[src/rtl/user_locked_regfile_if.sv]
// Request/acknowledge bus for user_locked_regfile: requester drives the
// master side, the register bank drives the slave side.
interface user_locked_regfile_if #(
    parameter int DATA_W   = 8,
    parameter int NUM_REGS = 4,
    parameter int ID_W     = 2
);
    localparam int ADDR_W = (NUM_REGS > 1) ? $clog2(NUM_REGS) : 1;

    logic                       req;
    logic [1:0]                 op;
    logic [ADDR_W-1:0]          addr;
    logic [ID_W-1:0]            usr_id;
    logic [DATA_W-1:0]          wr_data;
    logic                       ack;
    logic                       err;
    logic [NUM_REGS*DATA_W-1:0] data_out;
    logic [NUM_REGS-1:0]        locked;
    logic [7:0]                 viol_cnt;

    modport master (
        output req, op, addr, usr_id, wr_data,
        input  ack, err, data_out, locked, viol_cnt
    );

    modport slave (
        input  req, op, addr, usr_id, wr_data,
        output ack, err, data_out, locked, viol_cnt
    );
endinterface

[src/rtl/user_locked_regfile.sv]
// Bank of owner-locked data registers with admin release and a saturating
// violation counter. Define ULR_AUTO_UNLOCK_EN to add per-register lock timeouts.
module user_locked_regfile #(
    parameter int              DATA_W   = 8,
    parameter int              NUM_REGS = 4,
    parameter int              ID_W     = 2,
    parameter logic [ID_W-1:0] ADMIN_ID = 2'h3,
    parameter int              TIMEOUT  = 64
) (
    input logic                  clk,
    input logic                  rst_n,
    user_locked_regfile_if.slave bus
);
    localparam int ADDR_W = (NUM_REGS > 1) ? $clog2(NUM_REGS) : 1;

    localparam logic [1:0] OP_NOP    = 2'b00;
    localparam logic [1:0] OP_WRITE  = 2'b01;
    localparam logic [1:0] OP_LOCK   = 2'b10;
    localparam logic [1:0] OP_UNLOCK = 2'b11;

    typedef enum logic {
        ST_UNLOCKED = 1'b0,
        ST_LOCKED   = 1'b1
    } lock_st_e;

    logic [DATA_W-1:0] data_q  [NUM_REGS];
    logic [DATA_W-1:0] data_d  [NUM_REGS];
    lock_st_e          st_q    [NUM_REGS];
    lock_st_e          st_d    [NUM_REGS];
    logic [ID_W-1:0]   owner_q [NUM_REGS];
    logic [ID_W-1:0]   owner_d [NUM_REGS];
    logic              ack_q, ack_d;
    logic              err_q, err_d;
    logic [7:0]        viol_q, viol_d;
    logic [NUM_REGS-1:0] hit_s;

`ifdef ULR_AUTO_UNLOCK_EN
    localparam int TMR_W = $clog2(TIMEOUT);
    logic [TMR_W-1:0]    tmr_q [NUM_REGS];
    logic [TMR_W-1:0]    tmr_d [NUM_REGS];
    logic [NUM_REGS-1:0] restart_s;
`endif

    // Request decode, per-register lock FSM next state and violation counting
    always_comb begin
        data_d  = data_q;
        st_d    = st_q;
        owner_d = owner_q;
        ack_d   = 1'b0;
        err_d   = 1'b0;
        viol_d  = viol_q;
        hit_s   = '0;
`ifdef ULR_AUTO_UNLOCK_EN
        tmr_d     = tmr_q;
        restart_s = '0;
`endif
        for (int i = 0; i < NUM_REGS; i++) begin
            if (bus.addr == ADDR_W'(i)) begin
                hit_s[i] = 1'b1;
            end else begin
                hit_s[i] = 1'b0;
            end
        end

        if (bus.req) begin
            ack_d = 1'b1;
            if (bus.op == OP_NOP) begin
                err_d = 1'b0;
            end else if (hit_s == '0) begin
                err_d = 1'b1;
            end else begin
                for (int i = 0; i < NUM_REGS; i++) begin
                    if (hit_s[i]) begin
                        case (bus.op)
                            OP_WRITE: begin
                                if (st_q[i] == ST_LOCKED && owner_q[i] == bus.usr_id) begin
                                    data_d[i] = bus.wr_data;
`ifdef ULR_AUTO_UNLOCK_EN
                                    restart_s[i] = 1'b1;
`endif
                                end else begin
                                    err_d = 1'b1;
                                end
                            end
                            OP_LOCK: begin
                                if (st_q[i] == ST_UNLOCKED) begin
                                    st_d[i]    = ST_LOCKED;
                                    owner_d[i] = bus.usr_id;
`ifdef ULR_AUTO_UNLOCK_EN
                                    restart_s[i] = 1'b1;
`endif
                                end else begin
                                    err_d = 1'b1;
                                end
                            end
                            OP_UNLOCK: begin
                                if (st_q[i] == ST_LOCKED &&
                                    (owner_q[i] == bus.usr_id || bus.usr_id == ADMIN_ID)) begin
                                    st_d[i]    = ST_UNLOCKED;
                                    owner_d[i] = '0;
                                end else begin
                                    err_d = 1'b1;
                                end
                            end
                            default: begin
                                err_d = 1'b0;
                            end
                        endcase
                    end else begin
                        data_d[i] = data_q[i];
                    end
                end
            end
            if (err_d && viol_q != 8'hFF) begin
                viol_d = viol_q + 8'h01;
            end else begin
                viol_d = viol_q;
            end
        end else begin
            ack_d = 1'b0;
            err_d = 1'b0;
        end

`ifdef ULR_AUTO_UNLOCK_EN
        // An owner write in the expiry cycle restarts the timer instead of expiring
        for (int i = 0; i < NUM_REGS; i++) begin
            if (restart_s[i]) begin
                tmr_d[i] = '0;
            end else if (st_q[i] == ST_LOCKED && tmr_q[i] == TMR_W'(TIMEOUT - 1)) begin
                tmr_d[i]   = '0;
                st_d[i]    = ST_UNLOCKED;
                owner_d[i] = '0;
            end else if (st_d[i] == ST_LOCKED) begin
                tmr_d[i] = tmr_q[i] + TMR_W'(1);
            end else begin
                tmr_d[i] = '0;
            end
        end
`endif
    end

    // State and response registers with synchronous active-low reset
    always_ff @(posedge clk) begin
        if (!rst_n) begin
            for (int i = 0; i < NUM_REGS; i++) begin
                data_q[i]  <= '0;
                st_q[i]    <= ST_UNLOCKED;
                owner_q[i] <= '0;
`ifdef ULR_AUTO_UNLOCK_EN
                tmr_q[i]   <= '0;
`endif
            end
            ack_q  <= 1'b0;
            err_q  <= 1'b0;
            viol_q <= 8'h00;
        end else begin
            data_q  <= data_d;
            st_q    <= st_d;
            owner_q <= owner_d;
`ifdef ULR_AUTO_UNLOCK_EN
            tmr_q   <= tmr_d;
`endif
            ack_q  <= ack_d;
            err_q  <= err_d;
            viol_q <= viol_d;
        end
    end

    // Present register contents and lock bits straight from the flops
    always_comb begin
        bus.data_out = '0;
        bus.locked   = '0;
        for (int i = 0; i < NUM_REGS; i++) begin
            bus.data_out[i*DATA_W +: DATA_W] = data_q[i];
            bus.locked[i]                    = (st_q[i] == ST_LOCKED);
        end
    end

    assign bus.ack      = ack_q;
    assign bus.err      = err_q;
    assign bus.viol_cnt = viol_q;

endmodule

[src/flat_wrapper.sv]
// flat-port wrapper written by rule: the top's interface ports become plain ports
module user_locked_regfile_flat 
#(
    parameter int              DATA_W   = 8,
    parameter int              NUM_REGS = 4,
    parameter int              ID_W     = 2,
    parameter logic [ID_W-1:0] ADMIN_ID = 2'h3,
    parameter int              TIMEOUT  = 64
)
  (clk, rst_n, bus_req, bus_op, bus_addr, bus_usr_id, bus_wr_data, bus_ack, bus_err, bus_data_out, bus_locked, bus_viol_cnt);
  user_locked_regfile_if #(.DATA_W(DATA_W), .NUM_REGS(NUM_REGS), .ID_W(ID_W)) bus_i ();
  input logic clk;
  input logic rst_n;
  input wire logic [$bits(bus_i.req)-1:0] bus_req;
  input wire logic [$bits(bus_i.op)-1:0] bus_op;
  input wire logic [$bits(bus_i.addr)-1:0] bus_addr;
  input wire logic [$bits(bus_i.usr_id)-1:0] bus_usr_id;
  input wire logic [$bits(bus_i.wr_data)-1:0] bus_wr_data;
  output wire logic [$bits(bus_i.ack)-1:0] bus_ack;
  output wire logic [$bits(bus_i.err)-1:0] bus_err;
  output wire logic [$bits(bus_i.data_out)-1:0] bus_data_out;
  output wire logic [$bits(bus_i.locked)-1:0] bus_locked;
  output wire logic [$bits(bus_i.viol_cnt)-1:0] bus_viol_cnt;
  assign bus_i.req = bus_req;
  assign bus_i.op = bus_op;
  assign bus_i.addr = bus_addr;
  assign bus_i.usr_id = bus_usr_id;
  assign bus_i.wr_data = bus_wr_data;
  assign bus_ack = bus_i.ack;
  assign bus_err = bus_i.err;
  assign bus_data_out = bus_i.data_out;
  assign bus_locked = bus_i.locked;
  assign bus_viol_cnt = bus_i.viol_cnt;
  user_locked_regfile #(.DATA_W(DATA_W), .NUM_REGS(NUM_REGS), .ID_W(ID_W), .ADMIN_ID(ADMIN_ID), .TIMEOUT(TIMEOUT)) u_core (.clk(clk), .rst_n(rst_n), .bus(bus_i));
endmodule
[config.mk]
export PLATFORM = sky130hd
export DESIGN_NAME = user_locked_regfile_flat
export DESIGN_NICKNAME = d
export VERILOG_FILES = /design/src/rtl/user_locked_regfile_if.sv /design/src/rtl/user_locked_regfile.sv /design/src/flat_wrapper.sv
export SDC_FILE = /design/constraint.sdc
export NUM_CORES = 1
export LEC_CHECK = 0
export BUFFER_PORTS_ARGS = -buffer_cell sky130_fd_sc_hd__buf_2
export CAP_MARGIN = 10
export CORE_AREA = 2 2 102 104
export CTS_BUF_LIST = sky130_fd_sc_hd__clkbuf_16
export CTS_CLUSTER_SIZE = 28
export DETAILED_ROUTE_END_ITERATION = 10
export DIE_AREA = 0 0 104 106
export GPL_TIMING_DRIVEN = 0
export PLACE_DENSITY_LB_ADDON = 0.25
export SYNTH_ARGS = -nofsm -noshare
export SYNTH_HDL_FRONTEND = slang
export SYNTH_SLANG_ARGS = --single-unit
[constraint.sdc]
create_clock -name clk -period 1.8 [get_ports clk]
set_input_delay 0.09 -clock clk [delete_from_list [all_inputs] [get_ports clk]]
set_output_delay 0.09 -clock clk [all_outputs]
set_load 0.01 [all_outputs]
==> results.tsv, run 1 <==
metric	value	unit
sequential area share after synthesis	0.443	
Final Setup Violations	8	
mapped cell area	2440	sq um
routability cong.	0.759	
ys flop type	dfxtp_1	
met2 Track Usage GR	0.198	
Layout Nets	348	
Min Clock Period, post-route	2.08	ns
CP Data Required Time	1.96	ns
Hold Path Class	primary input to flop	
DR vias	2057	
Crit Path Class	flop to flop	
Fin Clk Skew	0.00748	ns
Clock Pin Slew Worst Setup and Hold Paths	0.07	ns
Seq pwr share	0.476	
combinational power share	0.082	
pwr/cell area	766	nW/um^2
Clock Path Buffers	2	
Chip Height	106	microns
cell count of the worst reg-to-reg path	7	
YS warnings	0	
CP arrival	2.24	ns
initial core utilization	0.244	
final core area utilization	0.332	
Cell variety after synth	46	
max-cap violations	0	
ys async rst share	0	
Sw Pwr	597	uW
clk sinks	54	
crit start category	flop	
#FFs+latches synth	54	
unrepaired setup endpoints after global routing	true	
1st-iter DRT viols	56	
worst reg2reg path startpoint	u_core.bus.locked[3]$_SDFFE_PN0P_	
final WL	6520	microns
area leader, netlist	dfxtp_1	
initial antenna violation count	0	
Core Footprint	10000	sq um
vias per cell	4.40	
Post-synth EDFFs	0	
crit end category	flop	
CTS buffer count	5	
Final Hold Viols	0	
Fmax	0.482	GHz
I/O pin cnt	63	
PortBufs	58	
layout cells sized above 1	0.381	
Final Worst Setup Slack	-0.276	ns
Sw Share	0.235	
max-slew violation count	0	
clock latency on the worst-skew pair	0.29	ns
vias in the first global route	2026	
Clk pwr share	0.442	
top-area cell type share of the netlist area	0.443	
Die ar.	11000	sq um
mean cell area of the mapped netlist	9.61	sq um
critical path endpoint	u_core.bus.viol_cnt[0]$_SDFFE_PN0P_	
Top Usage Layer GRT	met2	
largest net degree at the start of global routing	19	
flop2flop setup slack	-0.28	ns
Diodes inserted	0	
GRT Total Usage	0.122	
global-route wire length before repair	10700	microns
area grow syn2layout	35.9	%
Remaining Overflow, GRT	0	
CP startpoint	u_core.bus.locked[3]$_SDFFE_PN0P_	
clk root buf	clkbuf_16	
worst-margin pin slew	0.718	ns
DRT antenna net count	0	
M1 GR Usage	0.160	
outcome	complete, but fails checks	
VDD IR max	0.000373	V
internal power	1.94	mW
DP HPWL	4620	microns
Mapped Cells	254	
Remaining DRCs	0	
WL per Instance	14.0	microns
max_slew headroom	0.520	
Tcrit/Tclk final	1.15	
GRT met3 Usage	0.0288	
failing checks	negative setup slack	
worst reg2reg endpoint	u_core.bus.viol_cnt[0]$_SDFFE_PN0P_	
die width	104	microns
std cell rows	37	
Syn Nets	272	
drt pass-1 iters	6	
htree depth	2	
TritonCTS clock tree	yes	
largest cells by area after synthesis	dfxtp_1, mux2i_1, nor2_1	
CP Max Fanout	5	
Setup WS pre-CTS	-0.339	ns
static leakage	1.39	nW
==> layout make-up <==
class / instances / area, sq um
Tap cell: 136 / 170
Timing Repair Buffer: 70 / 397
Buffer: 11 / 68.8
Multi-Input combinational cell: 183 / 1390
Inverter: 5 / 18.8
Sequential cell: 54 / 1100
Clock inverter: 3 / 47.5
Clock buffer: 5 / 125
Fill cell: 1081 / 6680
==> power groups by stage <==
| stage | clock (mW) | sequential (mW) | combinational (mW) |
|---|---|---|---|
| floorplan | 0 | 1.24 | 0.109 |
| global placement | 0 | 1.24 | 0.183 |
| detailed placement | 0 | 1.24 | 0.183 |
| CTS | 1.17 | 1.21 | 0.199 |
| global route | 1.22 | 1.21 | 0.229 |
| finish | 1.12 | 1.21 | 0.208 |
==> cells by family (layout without fill, tap and decap cells) <==
logic type,Yosys count,count (layout),share of synthesized area
AOI/OAI and AO/OA,34,34,0.111
adders and majority gates,1,1,0.00513
xor gates and xnor gates,9,9,0.0323
and+or+nand+nor,97,97,0.194
muxes,42,42,0.177
buffers and inverters,17,94,0.0374
DFF,54,54,0.443
==> cell usage after synthesis (3+ instances only) <==
cell type and n:
dfxtp_1 54, o21ai_2 5, a21oi_1 7, buf_4 3, or3_2 6, inv_1 5
mux2i_1 41, nor2_1 49, nand2_1 12, clkbuf_1 6, xnor2_1 6, nand3_1 10
xor2_1 3, nor2b_1 4
==> sequential cells by signal (all words and copies together) (netlist names) <==
signal	flops
u_core.bus.viol_cnt	8
u_core.owner_q	8
u_core.bus.data_out	32
u_core.bus.err	1
u_core.bus.ack	1
u_core.bus.locked	4
==> what timing repair did <==
item / in CTS / in global routing
setup endpoints to repair: 39 / 28
pin swaps: 3 / 6
gates resized for setup: 12 / 15
hold buffers: 0 / 0
buffers inserted: 6 / 4
cloned: 1 / 0
==> through the flow <==
step	hold slack, ns	cells	TNS, ns	instance area, sq um	total power [mW]
2_1_floorplan	0.214	254	-0.993	2440	1.35
3_3_place_gp	0.373	448	-12.02	2910	1.42
3_5_place_dp	0.378	449	-6.37	2920	1.43
4_1_cts	0.0673	463	-2.04	3200	2.57
5_1_grt	0.0791	467	-2.52	3320	2.66
6_report	0.0717	467	-1.89	3320	2.54
==> metal layers <==
| metal | up-vias | part of all wire |
|---|---|---|
| met3 | 6 | 0.039 |
| met4 | 0 | 0.013 |
| met5 | - | 0 |
| li1 | 1034 | - |
| met1 | 975 | 0.47 |
| met2 | 42 | 0.47 |
==> worst min path at each step <==
stage                         startpoint                              endpoint  slack (ns)  depth (start not counted)
after detailed placement           rst_n     u_core.bus.locked[1]$_SDFFE_PN0P_        0.38                          2
after CTS                          rst_n     u_core.bus.locked[1]$_SDFFE_PN0P_        0.07                          2
final                              rst_n     u_core.bus.locked[1]$_SDFFE_PN0P_        0.07                          2
after global placement    bus_wr_data[7]  u_core.bus.data_out[31]$_SDFFE_PN0P_        0.37                          3
after global routing               rst_n     u_core.bus.locked[1]$_SDFFE_PN0P_        0.08                          2
after floorplan                    rst_n     u_core.bus.locked[1]$_SDFFE_PN0P_        0.21                          1
==> cells in the final DEF, fill, tap and decap left out, types with 2 or more instances in the layout <==
cell / netlist / layout
or3_4: 0 / 2
clkbuf_1: 6 / 5
o21ai_0: 2 / 2
nand4_1: 2 / 2
nand3_1: 10 / 9
a31o_2: 2 / 2
dfxtp_1: 54 / 48
and2_1: 2 / 2
o21ai_2: 5 / 5
inv_1: 5 / 5
buf_2: 1 / 59
xnor2_2: 0 / 2
nand2_1: 12 / 12
xor2_2: 0 / 2
nor2_1: 49 / 49
and3_1: 2 / 2
mux2i_1: 41 / 41
nor4_4: 0 / 2
nor2b_1: 4 / 4
dfxtp_2: 0 / 2
a21oi_1: 7 / 5
dfxtp_4: 0 / 4
a211oi_1: 2 / 2
a21oi_2: 2 / 4
buf_4: 3 / 13
o21bai_1: 2 / 2
xnor2_1: 6 / 4
buf_6: 2 / 3
clkbuf_16: 0 / 5
or3_2: 6 / 5
==> critical path: stages (launching register included) <==
cell      delay [ns]
dfxtp_4         0.35
mux4_2          0.44
and2_0          0.16
a211o_1         0.28
o311ai_4        0.33
buf_6           0.19
xor2_1          0.15
nor2_1          0.05
Power figures use the tool's default switching activity.
==> run 2, diff against run 1 <==
SKIP_LAST_GASP = 1   (was default)
==> run 2 against run 1 <==
The flow still finishes with violations (negative setup slack). Global-route usage hardly changed. Sequential power hardly changed. Design area is 0.15% lower. Setup slack better by 0.0097 ns. Critical endpoint unchanged.
==> results.tsv, run 2 (synthesized netlist as in run 1, its figures left out) <==
metric	value	unit
layout cells sized above 1	0.378	
Fmax	0.484	GHz
worst-margin pin slew	0.723	ns
Final Hold Viols	0	
Design Area, Final	3310	sq um
CTS buffer count	5	
I/O pin cnt	63	
htree depth	2	
CP Data Required Time	1.96	ns
Min Clock Period, post-route	2.07	ns
largest net degree at the start of global routing	19	
vias in the first global route	2030	
placed cell area	2920	sq um
max reg flops	32	
commonest non-fill, non-tap cell in the layout	buf_2	
GRT Total Usage	0.122	
Final Setup Violations	8	
Clock Pin Slew Worst Setup and Hold Paths	0.07	ns
routability cong.	0.759	
Core Footprint	10000	sq um
Remaining DRCs	0	
CP arrival	2.23	ns
vias per cell	4.40	
Hold Path Class	primary input to flop	
clock latency on the worst-skew pair	0.29	ns
Placed Cells	449	
VDD IR max	0.000371	V
1st-iter DRT viols	49	
WL per Instance	14.0	microns
max_slew headroom	0.517	
max-cap violations	0	
CP Max Fanout	5	
Layout Nets	348	
outcome	complete, but fails checks	
Die ar.	11000	sq um
crit start category	flop	
Setup WS pre-CTS	-0.339	ns
Crit Path Class	flop to flop	
die width	104	microns
global-route wire length before repair	10700	microns
pwr/cell area	767	nW/um^2
post-route non-filler standard cell count	467	
area grow syn2layout	35.7	%
Fin Clk Skew	0.00788	ns
TritonCTS clock tree	yes	
Remaining Overflow, GRT	0	
Final Worst Setup Slack	-0.266	ns
drt pass-1 iters	4	
max-slew violation count	0	
initial antenna violation count	0	
unrepaired setup endpoints after global routing	true	
initial core utilization	0.244	
PortBufs	58	
std cell rows	37	
crit end category	flop	
Final Total Pwr	2.54	mW
Chip Height	106	microns
clk sinks	54	
failing checks	negative setup slack	
DRT antenna net count	0	
DP HPWL	4620	microns
Post-Route Setup TNS	-1.87	ns
final WL	6540	microns
Diodes inserted	0	
clk root buf	clkbuf_16	
Tcrit/Tclk final	1.15	
Clock Path Buffers	2	
most frequent cells in the layout	buf_2, nor2_1, dfxtp_1	
static leakage	1.39	nW
DR vias	2056	
[run 2: area by class of cell]
class | count | area (sq um)
Buffer | 11 | 68.8
Clock buffer | 5 | 125
Clock inverter | 3 | 47.5
Fill cell | 1078 | 6690
Inverter | 5 | 18.8
Multi-Input combinational cell | 183 | 1390
Sequential cell | 54 | 1100
Tap cell | 136 | 170
Timing Repair Buffer | 70 | 397
[run 2: report_power, final]
group / leakage (nW) / switching, mW / internal (mW) / total, mW
combinational: 0.866 / 0.130 / 0.0785 / 0.208
clock: 0.0844 / 0.458 / 0.665 / 1.12
sequential: 0.440 / 0.00895 / 1.20 / 1.21
total: 1.39 / 0.596 / 1.94 / 2.54
[run 2: routing by layer]
| metal | wire (microns) | global-route usage | up-vias |
|---|---|---|---|
| met2 | 3080 | 0.198 | 48 |
| li1 | - | - | 1035 |
| met5 | 0 | 0 | - |
| met1 | 3110 | 0.160 | 967 |
| met4 | 87 | 0.0396 | 0 |
| met3 | 265 | 0.0288 | 6 |
[run 2: path summary, 6_finish.rpt]
check                                                     startpoint                              endpoint  slack, ns  depth (start not counted)
worst min-delay path                                           rst_n     u_core.bus.locked[1]$_SDFFE_PN0P_       0.07                          2
worst min register to register  u_core.bus.data_out[12]$_SDFFE_PN0P_  u_core.bus.data_out[12]$_SDFFE_PN0P_       0.49                          2
worst max register to register     u_core.bus.locked[3]$_SDFFE_PN0P_   u_core.bus.viol_cnt[0]$_SDFFE_PN0P_      -0.27                          7
worst max-delay path               u_core.bus.locked[3]$_SDFFE_PN0P_   u_core.bus.viol_cnt[0]$_SDFFE_PN0P_      -0.27                          7
[run 2: per-stage QoR]
stage | hold WS [ns] | utilization
4_1_cts | 0.0673 | 0.319
5_1_grt | 0.0791 | 0.331
2_1_floorplan | 0.214 | -
6_report | 0.0720 | 0.331
3_3_place_gp | 0.373 | 0.291
3_5_place_dp | 0.378 | 0.292
[run 2: critical path, cell delays in order (launching register included)]
cell and delay [ns]:
dfxtp_4 0.35, mux4_2 0.44, and2_0 0.16, a211o_1 0.28
o311ai_4 0.33, buf_6 0.18, xor2_1 0.15, nor2_1 0.05
[run 2: what timing repair did]
action	in CTS	in global routing
cloned	1	0
gates resized for setup	10	16
buffers inserted	6	4
endpoints found under the setup margin	39	28
pin swaps	3	5
hold buffers	0	0
==> run 3, diff against run 2 <==
clock period = 1.7 ns   (was 1.8 ns; I/O delays follow)
==> run 3 against run 2 <==
The flow still finishes with violations (negative setup slack). Total power increased by 5.9%. Design area is 1.2% higher. Sequential cell count is the same. Clock power up 6%. Non-clock buffer count up 2. Sequential power increased by 6%. Register-to-register slack worse by 0.09 ns. Setup slack got worse by 0.093 ns. Combinational power up 8%. Via count about the same. Fmax rose by 0.32%. Utilization is 0.39 points higher. Largest power group unchanged. Highest routed layer unchanged.
==> results.tsv, run 3 (synthesized netlist as in run 1, its figures left out) <==
metric	value	unit
crit start category	flop	
initial antenna violation count	0	
global-route wire length before repair	10600	microns
final core area utilization	0.335	
Tcrit/Tclk final	1.21	
Clock Pin Slew Worst Setup and Hold Paths	0.08	ns
outcome	complete, but fails checks	
Chip Height	106	microns
Hold-fix buffers, CTS	0	
commonest non-fill, non-tap cell in the layout	buf_2	
GRT Total Usage	0.123	
Crit Path Class	flop to flop	
routability cong.	0.773	
Final Hold Viols	0	
clk sinks	54	
drt pass-1 iters	4	
crit end category	flop	
DP HPWL	4570	microns
static leakage	1.41	nW
max-cap violations	0	
CP Data Required Time	1.86	ns
PortBufs	58	
Hold Path Class	primary input to flop	
area grow syn2layout	37.3	%
Core Footprint	10000	sq um
vias in the first global route	2009	
vias per cell	4.39	
Die ar.	11000	sq um
pwr/cell area	803	nW/um^2
layout cells sized above 1	0.402	
max-slew violation count	0	
Fin Clk Skew	0.00861	ns
CP arrival	2.22	ns
Final Worst Setup Slack	-0.360	ns
max_slew headroom	0.589	
worst-margin pin slew	0.617	ns
Setup WS pre-CTS	-0.476	ns
Fmax	0.486	GHz
htree depth	2	
DRT antenna net count	0	
TritonCTS clock tree	yes	
Min Clock Period, post-route	2.06	ns
flop2flop setup slack	-0.36	ns
initial core utilization	0.244	
std cell rows	37	
Final Total Pwr	2.69	mW
CP Max Fanout	5	
DR vias	2058	
VDD IR max	0.000455	V
unrepaired setup endpoints after global routing	true	
final WL	6670	microns
I/O pin cnt	63	
1st-iter DRT viols	59	
clk root buf	clkbuf_16	
clock latency on the worst-skew pair	0.29	ns
failing checks	negative setup slack	
max reg flops	32	
Diodes inserted	0	
Final Setup Violations	8	
most frequent cells in the layout	buf_2, nor2_1, dfxtp_1	
Clock Path Buffers	2	
filler cell count	1052	
Remaining Overflow, GRT	0	
Remaining DRCs	0	
Layout Nets	350	
die width	104	microns
WL per Instance	14.2	microns
CTS buffer count	5	
largest net degree at the start of global routing	19	
run 3: cell count changes in the layout (fill, tap and decap cells not counted), sizes merged:
cell	previous run	this run
clkinv	1	0
buf	76	78
clkinvlp	0	1
run 3: layer usage:
layer  vias to the layer above  wire length, microns  track usage
li1                       1042                     -            -
met1                       966                  3160        0.156
met2                        44                  3140        0.199
met5                         -                     0            0
met4                         0                    95       0.0463
met3                         6                   267       0.0356
run 3: area by class of cell:
type / count / area (sq um) / share of cell area
Buffer: 11 / 68.8 / 0.0205
Sequential cell: 54 / 1100 / 0.328
Multi-Input combinational cell: 183 / 1400 / 0.417
Tap cell: 136 / 170 / 0.0508
Timing Repair Buffer: 72 / 420 / 0.126
Inverter: 5 / 18.8 / 0.00560
Clock inverter: 3 / 48.8 / 0.0146
Clock buffer: 5 / 125 / 0.0374
run 3: final timing paths:
kind,from,cells after the start,end
setup / recovery,u_core.bus.locked[1]$_SDFFE_PN0P_,7,u_core.bus.viol_cnt[0]$_SDFFE_PN0P_
hold / removal,bus_wr_data[3],3,u_core.bus.data_out[27]$_SDFFE_PN0P_
setup reg to reg,u_core.bus.locked[1]$_SDFFE_PN0P_,7,u_core.bus.viol_cnt[0]$_SDFFE_PN0P_
hold reg to reg,u_core.bus.data_out[20]$_SDFFE_PN0P_,2,u_core.bus.data_out[20]$_SDFFE_PN0P_
run 3: repair_timing:
action | CTS | global route
buffers inserted | 12 | 2
endpoints found under the setup margin | 45 | 28
gates resized for setup | 15 | 15
pin swaps | 6 | 11
endpoints found under the hold margin | 0 | 0
gates cloned | 1 | 0
run 3: through the flow:
stage               hold slack [ns]  cell area [sq um]  std cells  TNS (ns)
floorplan                     0.209               2450        254     -1.79
global placement              0.372               2910        448    -14.38
detailed placement            0.366               2920        448    -11.46
CTS                          0.0573               3280        468     -3.32
global route                 0.0623               3350        469     -3.37
finish                       0.0704               3350        469     -2.54
run 3: critical path, stage by stage, from the launching register on:
cell,delay [ns]
dfxtp_4,0.36
mux4_2,0.44
and2_0,0.16
a211o_1,0.28
o311ai_4,0.30
buf_6,0.18
xor2_1,0.15
nor2_1,0.05
run 3: report_power, final:
| part | switching [mW] | internal, mW | total [mW] |
|---|---|---|---|
| clock network | 0.480 | 0.706 | 1.19 |
| logic | 0.139 | 0.0845 | 0.224 |
| registers | 0.00969 | 1.27 | 1.28 |
